**src/rtl/ram_port_arbiter_if.sv**
```systemverilog
// Word-transaction port between one master and the RAM data-port arbiter.
interface ram_port_arbiter_if #(
  parameter int ADDR_WIDTH = 31,
  parameter int DATA_WIDTH = 31
);
  logic                req;
  logic                we;
  logic [3:0]          be;
  logic [ADDR_WIDTH:0] addr;
  logic [DATA_WIDTH:0] wdata;
  logic                gnt;
  logic                done;
  logic [DATA_WIDTH:0] rdata;

  modport master (output req, we, be, addr, wdata, input gnt, done, rdata);
  modport slave  (input req, we, be, addr, wdata, output gnt, done, rdata);
endinterface

```
**src/rtl/ram_port_arbiter.sv**
```systemverilog
// Two-master arbiter and sequencer for the shared RAM data port (IDLE -> ACCESS -> RESP).
// Define RAM_ARB_RR_EN for round-robin arbitration; otherwise m0 has fixed priority.
module ram_port_arbiter #(
  parameter int ADDR_WIDTH = 31,
  parameter int DATA_WIDTH = 31
) (
  input  logic                  clk,
  input  logic                  rst,
  input  logic                  clk_en,
  ram_port_arbiter_if.slave     m0,
  ram_port_arbiter_if.slave     m1,
  output logic                  ram_read_req,
  output logic [ADDR_WIDTH:0]   ram_read_addr,
  input  logic [DATA_WIDTH:0]   ram_read_data,
  output logic                  ram_write_enable,
  output logic [3:0]            ram_byte_enable,
  output logic [ADDR_WIDTH:0]   ram_write_addr,
  output logic [DATA_WIDTH:0]   ram_write_data
);

  typedef enum logic [1:0] {
    IDLE   = 2'd0,
    ACCESS = 2'd1,
    RESP   = 2'd2
  } state_t;

  state_t              state_r;
  state_t              next_state_s;
  logic                any_req_s;
  logic                arb_s;
  logic                capture_s;
  logic                win_s;
  logic                win_we_s;
  logic [3:0]          win_be_s;
  logic [ADDR_WIDTH:0] win_addr_s;
  logic [DATA_WIDTH:0] win_wdata_s;

  logic                owner_r;
  logic [ADDR_WIDTH:0] addr_r;
  logic [DATA_WIDTH:0] wdata_r;
  logic [DATA_WIDTH:0] rdata0_r;
  logic [DATA_WIDTH:0] rdata1_r;
  logic [1:0]          gnt_r;
  logic [1:0]          done_r;
  logic                rd_r;
  logic                wr_r;
  logic [3:0]          be_r;

  logic [1:0]          gnt_nxt_s;
  logic [1:0]          done_nxt_s;
  logic                rd_nxt_s;
  logic                wr_nxt_s;
  logic [3:0]          be_nxt_s;

  assign any_req_s = m0.req | m1.req;
  assign arb_s     = (state_r == IDLE) || (state_r == RESP);
  assign capture_s = arb_s && any_req_s;

`ifdef RAM_ARB_RR_EN
  logic last_r;

  // Last granted master; starts at m1 so m0 wins the first contention.
  always_ff @(posedge clk) begin
    if (rst) begin
      last_r <= 1'b1;
    end else if (clk_en && capture_s) begin
      last_r <= win_s;
    end
  end

  // Round-robin winner: on contention the master not granted last wins.
  always_comb begin
    if (m0.req && m1.req) begin
      win_s = ~last_r;
    end else begin
      win_s = m1.req;
    end
  end
`else
  // Fixed-priority winner: m0 whenever it requests.
  always_comb begin
    if (m0.req) begin
      win_s = 1'b0;
    end else begin
      win_s = 1'b1;
    end
  end
`endif

  // Select the winning master's request fields.
  always_comb begin
    if (win_s) begin
      win_we_s    = m1.we;
      win_be_s    = m1.be;
      win_addr_s  = m1.addr;
      win_wdata_s = m1.wdata;
    end else begin
      win_we_s    = m0.we;
      win_be_s    = m0.be;
      win_addr_s  = m0.addr;
      win_wdata_s = m0.wdata;
    end
  end

  // State register; a low clk_en freezes the sequence.
  always_ff @(posedge clk) begin
    if (rst) begin
      state_r <= IDLE;
    end else if (clk_en) begin
      state_r <= next_state_s;
    end
  end

  // Next-state logic.
  always_comb begin
    next_state_s = state_r;
    case (state_r)
      IDLE, RESP: begin
        if (any_req_s) begin
          next_state_s = ACCESS;
        end else begin
          next_state_s = IDLE;
        end
      end
      ACCESS:  next_state_s = RESP;
      default: next_state_s = IDLE;
    endcase
  end

  // Output values for the coming state, registered below.
  always_comb begin
    gnt_nxt_s  = 2'b00;
    done_nxt_s = 2'b00;
    rd_nxt_s   = 1'b0;
    wr_nxt_s   = 1'b0;
    be_nxt_s   = 4'b0000;
    if (next_state_s == ACCESS) begin
      gnt_nxt_s = win_s ? 2'b10 : 2'b01;
      rd_nxt_s  = ~win_we_s;
      wr_nxt_s  = win_we_s;
      be_nxt_s  = win_we_s ? win_be_s : 4'b0000;
    end else if (next_state_s == RESP) begin
      done_nxt_s = owner_r ? 2'b10 : 2'b01;
    end else begin
      done_nxt_s = 2'b00;
    end
  end

  // Output registers, request latch and per-master read data.
  always_ff @(posedge clk) begin
    if (rst) begin
      gnt_r    <= 2'b00;
      done_r   <= 2'b00;
      rd_r     <= 1'b0;
      wr_r     <= 1'b0;
      be_r     <= 4'b0000;
      owner_r  <= 1'b0;
      addr_r   <= '0;
      wdata_r  <= '0;
      rdata0_r <= '0;
      rdata1_r <= '0;
    end else if (clk_en) begin
      gnt_r  <= gnt_nxt_s;
      done_r <= done_nxt_s;
      rd_r   <= rd_nxt_s;
      wr_r   <= wr_nxt_s;
      be_r   <= be_nxt_s;
      if (capture_s) begin
        owner_r <= win_s;
        addr_r  <= win_addr_s;
        wdata_r <= win_wdata_s;
      end
      if ((state_r == ACCESS) && rd_r) begin
        if (owner_r) begin
          rdata1_r <= ram_read_data;
        end else begin
          rdata0_r <= ram_read_data;
        end
      end
    end
  end

  assign m0.gnt   = gnt_r[0];
  assign m1.gnt   = gnt_r[1];
  assign m0.done  = done_r[0];
  assign m1.done  = done_r[1];
  assign m0.rdata = rdata0_r;
  assign m1.rdata = rdata1_r;

  // A reset arriving mid-ACCESS must stop the write from landing that same edge.
  assign ram_write_enable = wr_r & ~rst;
  assign ram_read_req     = rd_r;
  assign ram_byte_enable  = be_r;
  assign ram_read_addr    = addr_r;
  assign ram_write_addr   = addr_r;
  assign ram_write_data   = wdata_r;

endmodule

```
**src/flat_wrapper.sv**
```systemverilog
// flat-port wrapper written by rule: the top's interface ports become plain ports
module ram_port_arbiter_flat 
#(
  parameter int ADDR_WIDTH = 31,
  parameter int DATA_WIDTH = 31
)
  (clk, rst, clk_en, ram_read_req, ram_read_addr, ram_read_data, ram_write_enable, ram_byte_enable, ram_write_addr, ram_write_data, m0_req, m0_we, m0_be, m0_addr, m0_wdata, m0_gnt, m0_done, m0_rdata, m1_req, m1_we, m1_be, m1_addr, m1_wdata, m1_gnt, m1_done, m1_rdata);
  ram_port_arbiter_if #(.ADDR_WIDTH(ADDR_WIDTH), .DATA_WIDTH(DATA_WIDTH)) m0_i ();
  ram_port_arbiter_if #(.ADDR_WIDTH(ADDR_WIDTH), .DATA_WIDTH(DATA_WIDTH)) m1_i ();
  input  logic clk;
  input  logic rst;
  input  logic clk_en;
  output logic ram_read_req;
  output logic [ADDR_WIDTH:0] ram_read_addr;
  input  logic [DATA_WIDTH:0] ram_read_data;
  output logic ram_write_enable;
  output logic [3:0] ram_byte_enable;
  output logic [ADDR_WIDTH:0] ram_write_addr;
  output logic [DATA_WIDTH:0] ram_write_data;
  input wire logic [$bits(m0_i.req)-1:0] m0_req;
  input wire logic [$bits(m0_i.we)-1:0] m0_we;
  input wire logic [$bits(m0_i.be)-1:0] m0_be;
  input wire logic [$bits(m0_i.addr)-1:0] m0_addr;
  input wire logic [$bits(m0_i.wdata)-1:0] m0_wdata;
  output wire logic [$bits(m0_i.gnt)-1:0] m0_gnt;
  output wire logic [$bits(m0_i.done)-1:0] m0_done;
  output wire logic [$bits(m0_i.rdata)-1:0] m0_rdata;
  input wire logic [$bits(m1_i.req)-1:0] m1_req;
  input wire logic [$bits(m1_i.we)-1:0] m1_we;
  input wire logic [$bits(m1_i.be)-1:0] m1_be;
  input wire logic [$bits(m1_i.addr)-1:0] m1_addr;
  input wire logic [$bits(m1_i.wdata)-1:0] m1_wdata;
  output wire logic [$bits(m1_i.gnt)-1:0] m1_gnt;
  output wire logic [$bits(m1_i.done)-1:0] m1_done;
  output wire logic [$bits(m1_i.rdata)-1:0] m1_rdata;
  assign m0_i.req = m0_req;
  assign m0_i.we = m0_we;
  assign m0_i.be = m0_be;
  assign m0_i.addr = m0_addr;
  assign m0_i.wdata = m0_wdata;
  assign m0_gnt = m0_i.gnt;
  assign m0_done = m0_i.done;
  assign m0_rdata = m0_i.rdata;
  assign m1_i.req = m1_req;
  assign m1_i.we = m1_we;
  assign m1_i.be = m1_be;
  assign m1_i.addr = m1_addr;
  assign m1_i.wdata = m1_wdata;
  assign m1_gnt = m1_i.gnt;
  assign m1_done = m1_i.done;
  assign m1_rdata = m1_i.rdata;
  ram_port_arbiter #(.ADDR_WIDTH(ADDR_WIDTH), .DATA_WIDTH(DATA_WIDTH)) u_core (.clk(clk), .rst(rst), .clk_en(clk_en), .m0(m0_i), .m1(m1_i), .ram_read_req(ram_read_req), .ram_read_addr(ram_read_addr), .ram_read_data(ram_read_data), .ram_write_enable(ram_write_enable), .ram_byte_enable(ram_byte_enable), .ram_write_addr(ram_write_addr), .ram_write_data(ram_write_data));
endmodule
```
**config.mk**
```make
export PLATFORM = sky130hd
export DESIGN_NAME = ram_port_arbiter_flat
export DESIGN_NICKNAME = d
export VERILOG_FILES = /design/src/rtl/ram_port_arbiter_if.sv /design/src/rtl/ram_port_arbiter.sv /design/src/flat_wrapper.sv
export SDC_FILE = /design/constraint.sdc
export NUM_CORES = 1
export LEC_CHECK = 0
export BUFFER_PORTS_ARGS = -buffer_cell sky130_fd_sc_hd__buf_2
export CORE_AREA = 5 5 131 133
export DETAILED_ROUTE_END_ITERATION = 10
export DIE_AREA = 0 0 136 138
export PLACE_DENSITY = 0.76
export SYNTH_ARGS = -nofsm -noshare
export SYNTH_HDL_FRONTEND = slang
export SYNTH_SLANG_ARGS = --single-unit
export TNS_END_PERCENT = 5
```
**constraint.sdc**
```tcl
create_clock -name clk -period 3.2 [get_ports clk]
set_input_delay 0.16 -clock clk [delete_from_list [all_inputs] [get_ports clk]]
set_output_delay 0.16 -clock clk [all_outputs]
set_load 0.02 [all_outputs]
```
==> flow_metrics.tcl <==
set metrics [dict create \
    fmax_mhz 544 \
    total_power_mw 4.71 \
    synthTopCellsByArea "dfxtp_1 (42%), mux2i_1 (20%), a211oi_2 (11%)" \
    slew_headroom_pct 38.0 \
    first_pass_iters 5 \
    cp_data_required_time_ps 3530 \
    tritoncts "built" \
    synth_fa_ha_area_share_pct 0 \
    grt_pass1_wl_mm 30.0 \
    fin_crit_ps 1840 \
    syn-num-nets 808 \
    tightest_slew_ps 929 \
    synth_xor_area_share_pct 0 \
    synth_top_area_share_pct 42.2 \
    core_area_um2 15700 \
    p_int_mw 3.42 \
    via_count 5626 \
    cts_buffer_depth 2 \
    cts_root_buf "clkbuf_16" \
    routed_wl_mm 19.6 \
    dp_worst_setup_slack_ps 1290 \
    io_buffers 344 \
    synthMuxAreaShare_pct 19.9 \
    hp-class "primary input to register" \
    synth-seq-cells 141 \
    wl_per_cell_um 17.1 \
    grt_usage_pct 19.7 \
    rr_worst_depth 3 \
    area_delta_synth_final_pct 31.8 \
    power.leakage_nw 4.30 \
    drt_iter0_drc 247 \
    grt_pass1_vias 5699 \
    rows 46 \
    via_per_inst 4.92 \
    start_util_pct 42.6 \
    die_y_um 138 \
    drive_above_1_share_pct 48.4 \
    swShare_pct 27.3 \
    vdd_ir_drop_max_uv 316 \
    crit_type "register to register" \
    ant_nets 0 \
    cts_setup_buffers 0 \
    drv_slew 0 \
    endpoint_kind "register" \
    num-fill-cells 1440 \
    comb_power_share_pct 16.5 \
    netlist_area_um2 6700 \
    cts.sinks 141 \
    maxCapViolations 0 \
    finalHoldViolCount 0 \
    grt-ovfl-total 0 \
    yosysWarnings 0 \
    synth_cells 633 \
    p_seq_share_pct 40.2 \
    clkPwrFrac_pct 43.3 \
    fp.dieArea_um2 18800 \
    skew_ps 6.18 \
    drc 0 \
    pwr_density_cell_nw_per_um2 533 \
    cts.htree.levels 4 \
    n_antenna_cell 0 \
    ioPinCount 345 \
    yosys.area.top_type "dfxtp_1" \
    synth-compound-area-share_pct 18.0 \
    crit_path_start_kind "register" \
    grt_setup_unrepaired "false" \
    regArea_um2 2820 \
    dp_hpwl_mm 14.5 \
    p_switching_mw 1.29 \
    multi_input_area_um2 3310 \
    critPathMaxFanout 28 \
    insertion_delay_ps 410 \
    status "finished, final reports clean" \
    holdPathStages 3 \
    cp_data_arrival_time_ps 2170 \
    ys_types 28 \
    cts-buffers-inserted 17 \
    die_w_um 136 \
    hold_buffers 0 \
    syn_avg_cell_area_um2 10.6 \
    ys_seq_area_share_pct 42.2 \
    setup_viol 0 \
    antenna_found_initial 0 \
    setup_ws_ps 1360 \
    period_share_pct 57.4 \
    gp_congestion 0.796 \
    synth-simple-area-share_pct 11.4 \
    grt_max_degree 91 \
    setup_tns_ps 0 \
    synth_top_family_by_area "multiplexers" \
    final_nets 1089 \
    path_clk_slew_ps 60 \
    ctsResizeCount 0 \
]
-- final cells by class --
cell class,instances,share of cell area [%]
repair buffers,352,20.4
flip-flops and latches,141,32.0
well taps,216,3.06
clock buffers,19,5.13
multi-input cells,400,37.5
clock inverters,13,1.86
inverters,2,0.0851
-- metrics by stage --
stage | instance area [um2] | instances | util [%] | hold WS (ps)
2_1_floorplan | 6700 | 633 | - | 323
3_3_place_gp | 8210 | 1111 | 52.2 | 446
3_5_place_dp | 8210 | 1111 | 52.2 | 451
4_1_cts | 8820 | 1143 | 56.2 | 2.98
5_1_grt | 8820 | 1143 | 56.2 | 10.2
6_report | 8820 | 1143 | 56.2 | 27.0
-- cells in the final DEF (no fill, tap or decap) --
| cell type | count |
|---|---|
| a211oi_2 | 60 |
| buf_4 | 9 |
| inv_6 | 2 |
| clkinvlp_4 | 2 |
| nor2b_4 | 1 |
| a211oi_1 | 5 |
| nand4_1 | 1 |
| inv_1 | 1 |
| nor2_1 | 5 |
| nand2_1 | 8 |
| nand3_1 | 1 |
| buf_2 | 342 |
| o32ai_1 | 5 |
| clkbuf_16 | 17 |
| nand4b_1 | 1 |
| buf_12 | 1 |
| nor2b_1 | 2 |
| dfxtp_1 | 141 |
| mux2i_1 | 133 |
| nand3b_1 | 1 |
| clkbuf_8 | 2 |
| a21oi_1 | 71 |
| and4b_2 | 1 |
| and4_1 | 1 |
| clkinv_2 | 3 |
| and2_4 | 1 |
| bufinv_16 | 3 |
| a22oi_1 | 1 |
| clkinv_1 | 1 |
| nand2b_1 | 97 |
| clkinv_4 | 3 |
| and3b_1 | 2 |
| and2b_4 | 1 |
| or2_2 | 1 |
| a32oi_1 | 1 |
-- final timing paths --
path                         end         startpoint  slack, ps
max          u_core.m0.rdata[14]  u_core.state_r[0]       1360
max reg2reg  u_core.m0.rdata[14]  u_core.state_r[0]       1360
min          u_core.m0.rdata[19]  ram_read_data[19]         30
min reg2reg     u_core.done_r[1]   u_core.done_r[1]        460
-- synthesized netlist by cell type --
cell type,count
nor2b_1,3
a211oi_2,60
nand4_1,1
and2_1,1
mux2i_1,133
a211oi_1,5
buf_2,21
o32ai_1,5
nand3b_1,1
a21oi_1,71
nand2_1,8
nand4b_1,1
inv_1,1
clkinv_1,1
dfxtp_1,141
nand2b_1,97
clkbuf_1,23
nor2_1,5
a32oi_1,1
and4b_1,1
nand3_1,1
buf_4,37
and2b_4,1
buf_6,9
and4_1,1
or2_0,1
a22oi_1,1
and3b_1,2
-- worst max-delay path, stage by stage (launching register included) --
cell     delay, ps
dfxtp_1        400
and2b_4        210
and4b_2        860
mux2i_1        280
-- power by group through the flow --
stage	clock network, mW	logic (mW)	registers, mW
final	2.04	0.776	1.89
after global placement	0	0.770	1.93
after floorplan	0	0.452	2.02
after global routing	2.16	0.833	1.90
after CTS	2.08	0.782	1.89
after detailed placement	0	0.781	1.93
-- per-layer routing --
layer	track usage (%)	wire, um
met1	22.4	7700
met2	32.6	9250
met3	7.95	2010
met4	8.59	618
met5	0	0
-- registers in the layout (all words and copies together), names as in the netlist, 2 cells and up --
name / count
u_core.m1.rdata: 32
u_core.ram_write_data: 32
u_core.ram_read_addr: 32
u_core.ram_byte_enable: 4
u_core.done_r: 2
u_core.state_r: 2
u_core.m0.rdata: 32
u_core.gnt_r: 2
-- cell families (layout without fill, tap and decap cells) --
kind of cell | Yosys count | in the layout
muxes | 133 | 133
buffers and inverters | 92 | 386
AOI/OAI and AO/OA | 143 | 143
DFF | 141 | 141
and+or+nand+nor | 124 | 124
No activity file was read; power rests on OpenSTA's default activity.
